--- src/rtl/mem_port_arbiter_pkg.sv ---
// Shared pipeline definitions for the unified-memory port: the arbiter FSM
// states, the owner encoding and the memory-latency bound.
package mem_port_arbiter_pkg;

  localparam int MEM_LAT_MAX = 15;
  localparam int CNT_W       = $clog2(MEM_LAT_MAX + 1);

  typedef enum logic [1:0] {
    IDLE  = 2'd0,
    ISSUE = 2'd1,
    WAIT  = 2'd2,
    DONE  = 2'd3
  } state_t;

  typedef enum logic {
    OWN_IF = 1'b0,
    OWN_DM = 1'b1
  } owner_t;

endpackage

--- src/rtl/mem_port_arbiter_if.sv ---
// Bundle of the fetch, MEM-stage, memory and stall signals around the arbiter.
// The slave modport is the arbiter's view; master is the surrounding pipe/memory.
interface mem_port_arbiter_if #(
  parameter int ADDR_W = 32,
  parameter int DATA_W = 32
);

  logic              if_req;
  logic [ADDR_W-1:0] if_addr;
  logic [DATA_W-1:0] if_rdata;
  logic              if_ack;

  logic              dm_read;
  logic              dm_write;
  logic [ADDR_W-1:0] dm_addr;
  logic [DATA_W-1:0] dm_wdata;
  logic [DATA_W-1:0] dm_rdata;
  logic              dm_ack;

  logic              mem_req;
  logic              mem_we;
  logic [ADDR_W-1:0] mem_addr;
  logic [DATA_W-1:0] mem_wdata;
  logic [DATA_W-1:0] mem_rdata;

  logic              stall_if;
  logic              stall_mem;

  modport slave (
    input  if_req, if_addr, dm_read, dm_write, dm_addr, dm_wdata, mem_rdata,
    output if_rdata, if_ack, dm_rdata, dm_ack,
    output mem_req, mem_we, mem_addr, mem_wdata, stall_if, stall_mem
  );

  modport master (
    output if_req, if_addr, dm_read, dm_write, dm_addr, dm_wdata, mem_rdata,
    input  if_rdata, if_ack, dm_rdata, dm_ack,
    input  mem_req, mem_we, mem_addr, mem_wdata, stall_if, stall_mem
  );

endinterface

--- src/rtl/mem_port_arbiter.sv ---
// Serialises fetch and MEM-stage accesses onto one fixed-latency memory port,
// data side first, and raises the pipeline stalls while an access is pending.
module mem_port_arbiter
  import mem_port_arbiter_pkg::*;
#(
  parameter int ADDR_W  = 32,
  parameter int DATA_W  = 32,
  parameter int MEM_LAT = 2
) (
  input  logic              clk,
  input  logic              rst,
  mem_port_arbiter_if.slave bus
);

  state_t            r_state;
  state_t            w_state_next;
  owner_t            r_owner;
  logic [CNT_W-1:0]  r_cnt;
  logic              r_mem_req;
  logic              r_mem_we;
  logic [ADDR_W-1:0] r_mem_addr;
  logic [DATA_W-1:0] r_mem_wdata;
  logic              r_if_ack;
  logic              r_dm_ack;
  logic [DATA_W-1:0] r_if_rdata;
  logic [DATA_W-1:0] r_dm_rdata;

  logic w_dm_any;
  logic w_grant_dm;
  logic w_grant_if;
  logic w_capture;

  assign w_dm_any = bus.dm_read | bus.dm_write;

  always_ff @(posedge clk or posedge rst) begin
    if (rst) r_state <= IDLE;
    else     r_state <= w_state_next;
  end

  // NOTE: every signal driven here gets a default first, so no path through
  // the case can leave one unassigned and infer a latch.
  always_comb begin
    w_state_next = r_state;
    w_grant_dm   = 1'b0;
    w_grant_if   = 1'b0;
    w_capture    = 1'b0;
    case (r_state)
      IDLE: begin
        if (w_dm_any) begin
          w_grant_dm   = 1'b1;
          w_state_next = ISSUE;
        end else if (bus.if_req) begin
          w_grant_if   = 1'b1;
          w_state_next = ISSUE;
        end
      end
      ISSUE: w_state_next = WAIT;
      WAIT: begin
        if (r_cnt == CNT_W'(1)) begin
          w_capture    = 1'b1;
          w_state_next = DONE;
        end
      end
      DONE:    w_state_next = IDLE;
      default: w_state_next = IDLE;
    endcase
  end

  // NOTE: state is updated with non-blocking assignments so every register
  // samples the pre-edge values, independent of statement order.
  always_ff @(posedge clk or posedge rst) begin
    if (rst) begin
      r_owner     <= OWN_IF;
      r_cnt       <= '0;
      r_mem_req   <= 1'b0;
      r_mem_we    <= 1'b0;
      r_mem_addr  <= '0;
      r_mem_wdata <= '0;
      r_if_ack    <= 1'b0;
      r_dm_ack    <= 1'b0;
      r_if_rdata  <= '0;
      r_dm_rdata  <= '0;
    end else begin
      r_mem_req <= w_grant_dm | w_grant_if;
      r_if_ack  <= w_capture && (r_owner == OWN_IF);
      r_dm_ack  <= w_capture && (r_owner == OWN_DM);

      // Read+write together is treated as a write, so dm_write alone sets mem_we.
      if (w_grant_dm) begin
        r_owner     <= OWN_DM;
        r_mem_addr  <= bus.dm_addr;
        r_mem_wdata <= bus.dm_wdata;
        r_mem_we    <= bus.dm_write;
      end else if (w_grant_if) begin
        r_owner    <= OWN_IF;
        r_mem_addr <= bus.if_addr;
        r_mem_we   <= 1'b0;
      end

      if (r_state == ISSUE)     r_cnt <= CNT_W'(MEM_LAT);
      else if (r_state == WAIT) r_cnt <= r_cnt - CNT_W'(1);

      if (w_capture) begin
        if (r_owner == OWN_IF) r_if_rdata <= bus.mem_rdata;
        else                   r_dm_rdata <= r_mem_we ? '0 : bus.mem_rdata;
      end
    end
  end

  assign bus.mem_req   = r_mem_req;
  assign bus.mem_we    = r_mem_we;
  assign bus.mem_addr  = r_mem_addr;
  assign bus.mem_wdata = r_mem_wdata;
  assign bus.if_ack    = r_if_ack;
  assign bus.dm_ack    = r_dm_ack;
  assign bus.if_rdata  = r_if_rdata;
  assign bus.dm_rdata  = r_dm_rdata;
  assign bus.stall_if  = bus.if_req & ~r_if_ack;
  assign bus.stall_mem = w_dm_any & ~r_dm_ack;

endmodule
--- src/flat_wrapper.sv ---
// flat-port wrapper written by rule: the top's interface ports become plain ports
module mem_port_arbiter_flat import mem_port_arbiter_pkg::*;
#(
  parameter int ADDR_W  = 32,
  parameter int DATA_W  = 32,
  parameter int MEM_LAT = 2
)
  (clk, rst, bus_if_req, bus_if_addr, bus_dm_read, bus_dm_write, bus_dm_addr, bus_dm_wdata, bus_mem_rdata, bus_if_rdata, bus_if_ack, bus_dm_rdata, bus_dm_ack, bus_mem_req, bus_mem_we, bus_mem_addr, bus_mem_wdata, bus_stall_if, bus_stall_mem);
  mem_port_arbiter_if #(.ADDR_W(ADDR_W), .DATA_W(DATA_W)) bus_i ();
  input  logic clk;
  input  logic rst;
  input wire logic [$bits(bus_i.if_req)-1:0] bus_if_req;
  input wire logic [$bits(bus_i.if_addr)-1:0] bus_if_addr;
  input wire logic [$bits(bus_i.dm_read)-1:0] bus_dm_read;
  input wire logic [$bits(bus_i.dm_write)-1:0] bus_dm_write;
  input wire logic [$bits(bus_i.dm_addr)-1:0] bus_dm_addr;
  input wire logic [$bits(bus_i.dm_wdata)-1:0] bus_dm_wdata;
  input wire logic [$bits(bus_i.mem_rdata)-1:0] bus_mem_rdata;
  output wire logic [$bits(bus_i.if_rdata)-1:0] bus_if_rdata;
  output wire logic [$bits(bus_i.if_ack)-1:0] bus_if_ack;
  output wire logic [$bits(bus_i.dm_rdata)-1:0] bus_dm_rdata;
  output wire logic [$bits(bus_i.dm_ack)-1:0] bus_dm_ack;
  output wire logic [$bits(bus_i.mem_req)-1:0] bus_mem_req;
  output wire logic [$bits(bus_i.mem_we)-1:0] bus_mem_we;
  output wire logic [$bits(bus_i.mem_addr)-1:0] bus_mem_addr;
  output wire logic [$bits(bus_i.mem_wdata)-1:0] bus_mem_wdata;
  output wire logic [$bits(bus_i.stall_if)-1:0] bus_stall_if;
  output wire logic [$bits(bus_i.stall_mem)-1:0] bus_stall_mem;
  assign bus_i.if_req = bus_if_req;
  assign bus_i.if_addr = bus_if_addr;
  assign bus_i.dm_read = bus_dm_read;
  assign bus_i.dm_write = bus_dm_write;
  assign bus_i.dm_addr = bus_dm_addr;
  assign bus_i.dm_wdata = bus_dm_wdata;
  assign bus_i.mem_rdata = bus_mem_rdata;
  assign bus_if_rdata = bus_i.if_rdata;
  assign bus_if_ack = bus_i.if_ack;
  assign bus_dm_rdata = bus_i.dm_rdata;
  assign bus_dm_ack = bus_i.dm_ack;
  assign bus_mem_req = bus_i.mem_req;
  assign bus_mem_we = bus_i.mem_we;
  assign bus_mem_addr = bus_i.mem_addr;
  assign bus_mem_wdata = bus_i.mem_wdata;
  assign bus_stall_if = bus_i.stall_if;
  assign bus_stall_mem = bus_i.stall_mem;
  mem_port_arbiter #(.ADDR_W(ADDR_W), .DATA_W(DATA_W), .MEM_LAT(MEM_LAT)) u_core (.clk(clk), .rst(rst), .bus(bus_i));
endmodule
--- config.mk ---
export PLATFORM = sky130hd
export DESIGN_NAME = mem_port_arbiter_flat
export DESIGN_NICKNAME = d
export VERILOG_FILES = /design/src/rtl/mem_port_arbiter_pkg.sv /design/src/rtl/mem_port_arbiter_if.sv /design/src/rtl/mem_port_arbiter.sv /design/src/flat_wrapper.sv
export SDC_FILE = /design/constraint.sdc
export NUM_CORES = 1
export LEC_CHECK = 0
export CAP_MARGIN = 20
export CORE_MARGIN = 3
export CORE_UTILIZATION = 44
export CTS_BUF_LIST = sky130_fd_sc_hd__clkbuf_4 sky130_fd_sc_hd__clkbuf_8 sky130_fd_sc_hd__clkbuf_16
export CTS_CLUSTER_DIAMETER = 150
export CTS_CLUSTER_SIZE = 28
export DETAILED_ROUTE_END_ITERATION = 12
export PLACE_DENSITY_LB_ADDON = 0.3
export SKIP_LAST_GASP = 1
export SLEW_MARGIN = 20
export SYNTH_ARGS = -nofsm -noshare
export SYNTH_HDL_FRONTEND = slang
export SYNTH_SLANG_ARGS = --single-unit
--- constraint.sdc ---
create_clock -name clk -period 8.9 [get_ports clk]
set_input_delay 1.78 -clock clk [delete_from_list [all_inputs] [get_ports clk]]
set_output_delay 1.78 -clock clk [all_outputs]
set_load 0.005 [all_outputs]
Yosys cells after proc, flatten, opt, wreduce, memory -nomap -nowiden. Index checks and enable logic that the tools add are counted.

Input port bits: 133. Flip-flop bits (word level): 139.

Reduce and logical (&&, ||, !) cells: 8. Add/subtract/negate cells: 1. Bitwise gates (word level): 7. Eq/ne operators: 6. Muxes and demuxes: 19.

Operator list (count): 32-bit two-way mux (3); 1-bit two-way mux (10); 4-bit two-way mux (2); 2-bit one-hot mux with 4 select lines (1); 2-bit two-way mux (3); 2-bit AND reduction (3); 2-bit == test (second input constant) (2); 4-bit by 1-bit == test with 1-bit output (second input constant) (1); 2-bit nonzero test (2); 4-bit by 1-bit subtractor with 4-bit output (second input constant) (1); 3-bit by 2-bit != test with 1-bit output (second input constant) (1); 1-bit NOT (3); 1-bit AND (2); 2-bit by 1-bit == test with 1-bit output (second input constant) (1); 1-bit logical AND (2); 2-bit logical NOT (1); 2-bit by 1-bit != test with 1-bit output (second input constant) (1); 1-bit bitwise OR (2).

Depth between registers and ports, before layout.
Depth in word-level cells: 5. Gate-level depth with buffers: 7. Depth with buffers taken out: 5.

Least setup slack after synthesis. No wires, ideal clock.

Kind: input -> output. Start point: in bus_dm_write. End point: out bus_stall_mem. Path buffers: 1. Stages: 3. Path slack: 4.731 ns. Data required time: 7.120 ns. Arrival time: 2.389 ns. Path through: nor2_1 clkbuf_1 nor2_1.

Cells in the longest elaborated chain, start to end: 2.

Ends and longest elaborated chain: start, declared (RTL line flat_wrapper.sv:15) `input wire logic [$bits(bus_i.dm_write)-1:0] bus_dm_write;`; 1-bit bitwise OR (RTL line mem_port_arbiter.sv:33) `assign w_dm_any = bus.dm_read | bus.dm_write;`; 1-bit AND (RTL line mem_port_arbiter.sv:119) `assign bus.stall_mem = w_dm_any & ~r_dm_ack;`; end, declared (RTL line flat_wrapper.sv:28) `output wire logic [$bits(bus_i.stall_mem)-1:0] bus_stall_mem;`.

Every way passes these cells.

Worst setup path after layout. Ends and elaborated chain as after synthesis.

==> flow_summary_export.csv <==
group,metric,value,unit
place,port_buffers,266,
floorplanning,num_rows,40,
layout,antenna_cells,0,
routing,wire_per_inst,18.3,um
worst_setup_path,worstSetupEndpoint,"bus_stall_mem",
worst_setup_path,worstRegToRegCells,6,
timing,period_share,56.0,%
routing,num_vias,4502,
clock_network,clkSinkCount,139,
timing,relSlewSlack,30.2,%
clock_network,clockBufferDepth,2,
worst_setup_path,critPathLaunch,"bus_dm_write",
worst_setup_path,arrival,3210,ps
timing,grt_setup_unrepaired,"no",
clock_network,cts_resized,0,
timing,finalClockSkew,6.60,ps
pwr,peakVddDrop,0.199,mV
grt,grt_max_degree,81,
grt,first_global_vias,4905,
synthesis,ys_warn_count,0,
worst_setup_path,slowest_delay,640,ps
worst_setup_path,cp_top_family,"buffers and inverters",
clock_network,post-cts-setup-buffers,0,
worst_setup_path,criticalPathCategory,"input pin to primary output",
timing,worst_pin_slew,1040,ps
clock_network,cts_buffers,17,
routing,drt_iter0_drc,263,
floorplanning,die_h,120,um
floorplanning,die_w,120,um
routing,top_layer,"met4",
synthesis,synth_cell_type_count,26,
worst_setup_path,rrSetupSlack,6700,ps
grt,antenna_found_initial,0,
place,dp_hpwl,11.7,mm
layout,drive_above_1_share,18.4,%
synthesis,netlist_area,5680,sq um
pwr,pwr-share-clk,20.6,%
routing,postRouteAntennaNets,0,
routing,met3_length,1.50,mm
clock_network,cts_root_buf,"clkbuf_16",
pwr,seqPwrFrac,36.3,%
timing,fin_ws,3910,ps
routing,drc,0,
worst_setup_path,crit_top_cell,"clkdlybuf4s50_1",
worst_setup_path,endpoint_kind,"primary output",
synthesis,synth_edf_count,0,
grt,grt_usage,22.7,%
place,place_ws,3910,ps
layout,nets,837,
layout,layout_common_cells,"clkdlybuf4s50_1, dfrtp_1, mux2_2",
synthesis,synthArstFlopShare,100,%
worst_hold_path,worstHoldPathCells,1,
synthesis,synth_seq_cells,139,
clock_network,cts_tree,"done",
worst_setup_path,slowest_stage,"clkdlybuf4s50_1",
pwr,p_switching,0.890,mW
routing,drt-met1-wl,5.82,mm
timing,min_period,4990,ps
synthesis,ys.flop_type,"dfrtp_1",
grt,grt-ovfl-total,0,
clock_network,cts_max_level,4,
run,max-cap-violations,0,
routing,wl_met2,8.27,mm
timing,hold_viol,0,
floorplanning,start_util,46.1,%
worst_setup_path,start_kind,"input pin",
layout,final_common_cell,"clkdlybuf4s50_1",
worst_setup_path,r2r_start,"u_core.r_cnt[1]",
pwr,pwr-share-comb,43.1,%
worst_setup_path,crit_buf_inv,2,
routing,firstDrtPassIters,4,
grt,grt_pass1_wl,25.6,mm
pwr,swShare,28.9,%
pwr,p_leak,3.82,nW
worst_setup_path,timing.rr.end,"u_core.bus.if_rdata[20]",
routing,wl,16.0,mm
routing,vias_per_cell,5.15,
synthesis,synth.avg_cell_area,13.1,sq um
clock_network,postCtsHoldBufs,0,
layout,areaGrowthSynthToFinish,58.8,%
timing,max_freq,200,MHz
clock_network,clk_pin_slew,50,ps
synthesis,syn_nets,572,
clock_network,clock_latency,400,ps
synthesis,syn_inst,433,
worst_setup_path,cp_cell_sequence,"clkdlybuf4s50_1 > nor2_2 > nor2_1 > clkdlybuf4s50_1",
worst_setup_path,worst-path-stages,4,
pwr,intPower,2.19,mW
worst_hold_path,hold_path.class,"flip-flop to flip-flop",
floorplanning,ios,267,
place,gp_congestion,0.768,
synthesis,seq_area_frac_synth,61.3,%
worst_setup_path,cp_max_fo,6,
status,outcome,"completed",
floorplanning,core,12300,sq um
pwr,powerDensity,341,nW/um^2
timing,setup_viol,0,
worst_setup_path,crit_required,7120,ps
timing,finalSetupTns,0,ps
floorplanning,die_area,14300,sq um
timing,finalMaxSlewViolations,0,
==> cell families (layout without fill, tap and decap cells) <==
group,after synthesis,after routing,share of synthesized area (%)
AOI/OAI and AO/OA,75,75,7.62
adders and majority gates,6,6,1.32
buffers and inverters,34,307,2.75
DFF,139,139,61.3
muxes,99,99,19.6
and+or+nand+nor,80,80,7.43
==> worst min-delay path by stage <==
stage	end	from
2_1_floorplan	u_core.bus.if_rdata[0]	u_core.bus.if_rdata[0]
3_3_place_gp	u_core.bus.if_rdata[26]	u_core.bus.if_rdata[26]
3_5_place_dp	u_core.bus.if_rdata[1]	u_core.bus.if_rdata[1]
4_1_cts	u_core.bus.if_rdata[1]	u_core.bus.if_rdata[1]
5_1_grt	u_core.bus.if_rdata[27]	u_core.bus.if_rdata[27]
6_report	u_core.bus.if_rdata[0]	u_core.bus.if_rdata[0]
==> stage by stage <==
step	cells	cell area [sq um]	hold slack (ps)	utilization, %	power, mW
final	874	9020	485	73.2	3.08
after global routing	874	9020	503	73.2	3.27
after CTS	874	9020	488	73.2	3.11
after global placement	847	8490	471	68.9	2.40
after detailed placement	847	8490	475	69.0	2.46
after floorplan	433	5680	483	-	1.64
==> layer usage <==
metal | vias to the layer above | track usage, %
met5 | - | 0
met4 | 0 | 8.66
met3 | 34 | 9.19
met2 | 214 | 39.9
met1 | 2206 | 24.6
li1 | 2048 | -
==> cells in the mapped netlist (2+ instances only) <==
cell | n | area share, %
nand2_1 | 4 | 0.26
o22ai_1 | 33 | 3.6
inv_1 | 8 | 0.53
nor2_1 | 36 | 2.4
buf_6 | 3 | 0.59
nor2b_1 | 33 | 3.6
ha_1 | 6 | 1.3
a21oi_1 | 33 | 2.9
buf_2 | 5 | 0.44
mux2_2 | 90 | 18
dfrtp_1 | 139 | 61
mux2_1 | 8 | 1.6
clkbuf_1 | 18 | 1.2
a22o_1 | 2 | 0.31
o21ai_0 | 4 | 0.35
==> power groups by stage <==
stage                     clock [mW]  combinational [mW]  sequential [mW]
after global placement             0                1.30             1.10
after CTS                      0.647                1.35             1.12
final                          0.635                1.33             1.12
after detailed placement           0                1.34             1.12
after global routing           0.676                1.44             1.15
after floorplan                    0               0.512             1.13
==> final cells by class <==
cell class | instances | area, sq um
sequential | 139 | 3480
clock buffer | 23 | 483
multi-input combinational | 260 | 2060
fill | 838 | 3290
tap | 168 | 210
clock inverter | 4 | 45.0
timing repair buffer | 272 | 2710
inverter | 8 | 35.0
==> flip-flops by register name, summed over array words and instances (netlist names) <==
signal / count
u_core.bus.mem_req: 1
u_core.r_owner: 1
u_core.bus.dm_rdata: 32
u_core.bus.dm_ack: 1
u_core.bus.mem_wdata: 32
u_core.r_cnt: 4
u_core.bus.if_ack: 1
u_core.bus.mem_addr: 32
u_core.bus.mem_we: 1
u_core.bus.if_rdata: 32
u_core.r_state: 2
Power figures use the tool's default switching activity.
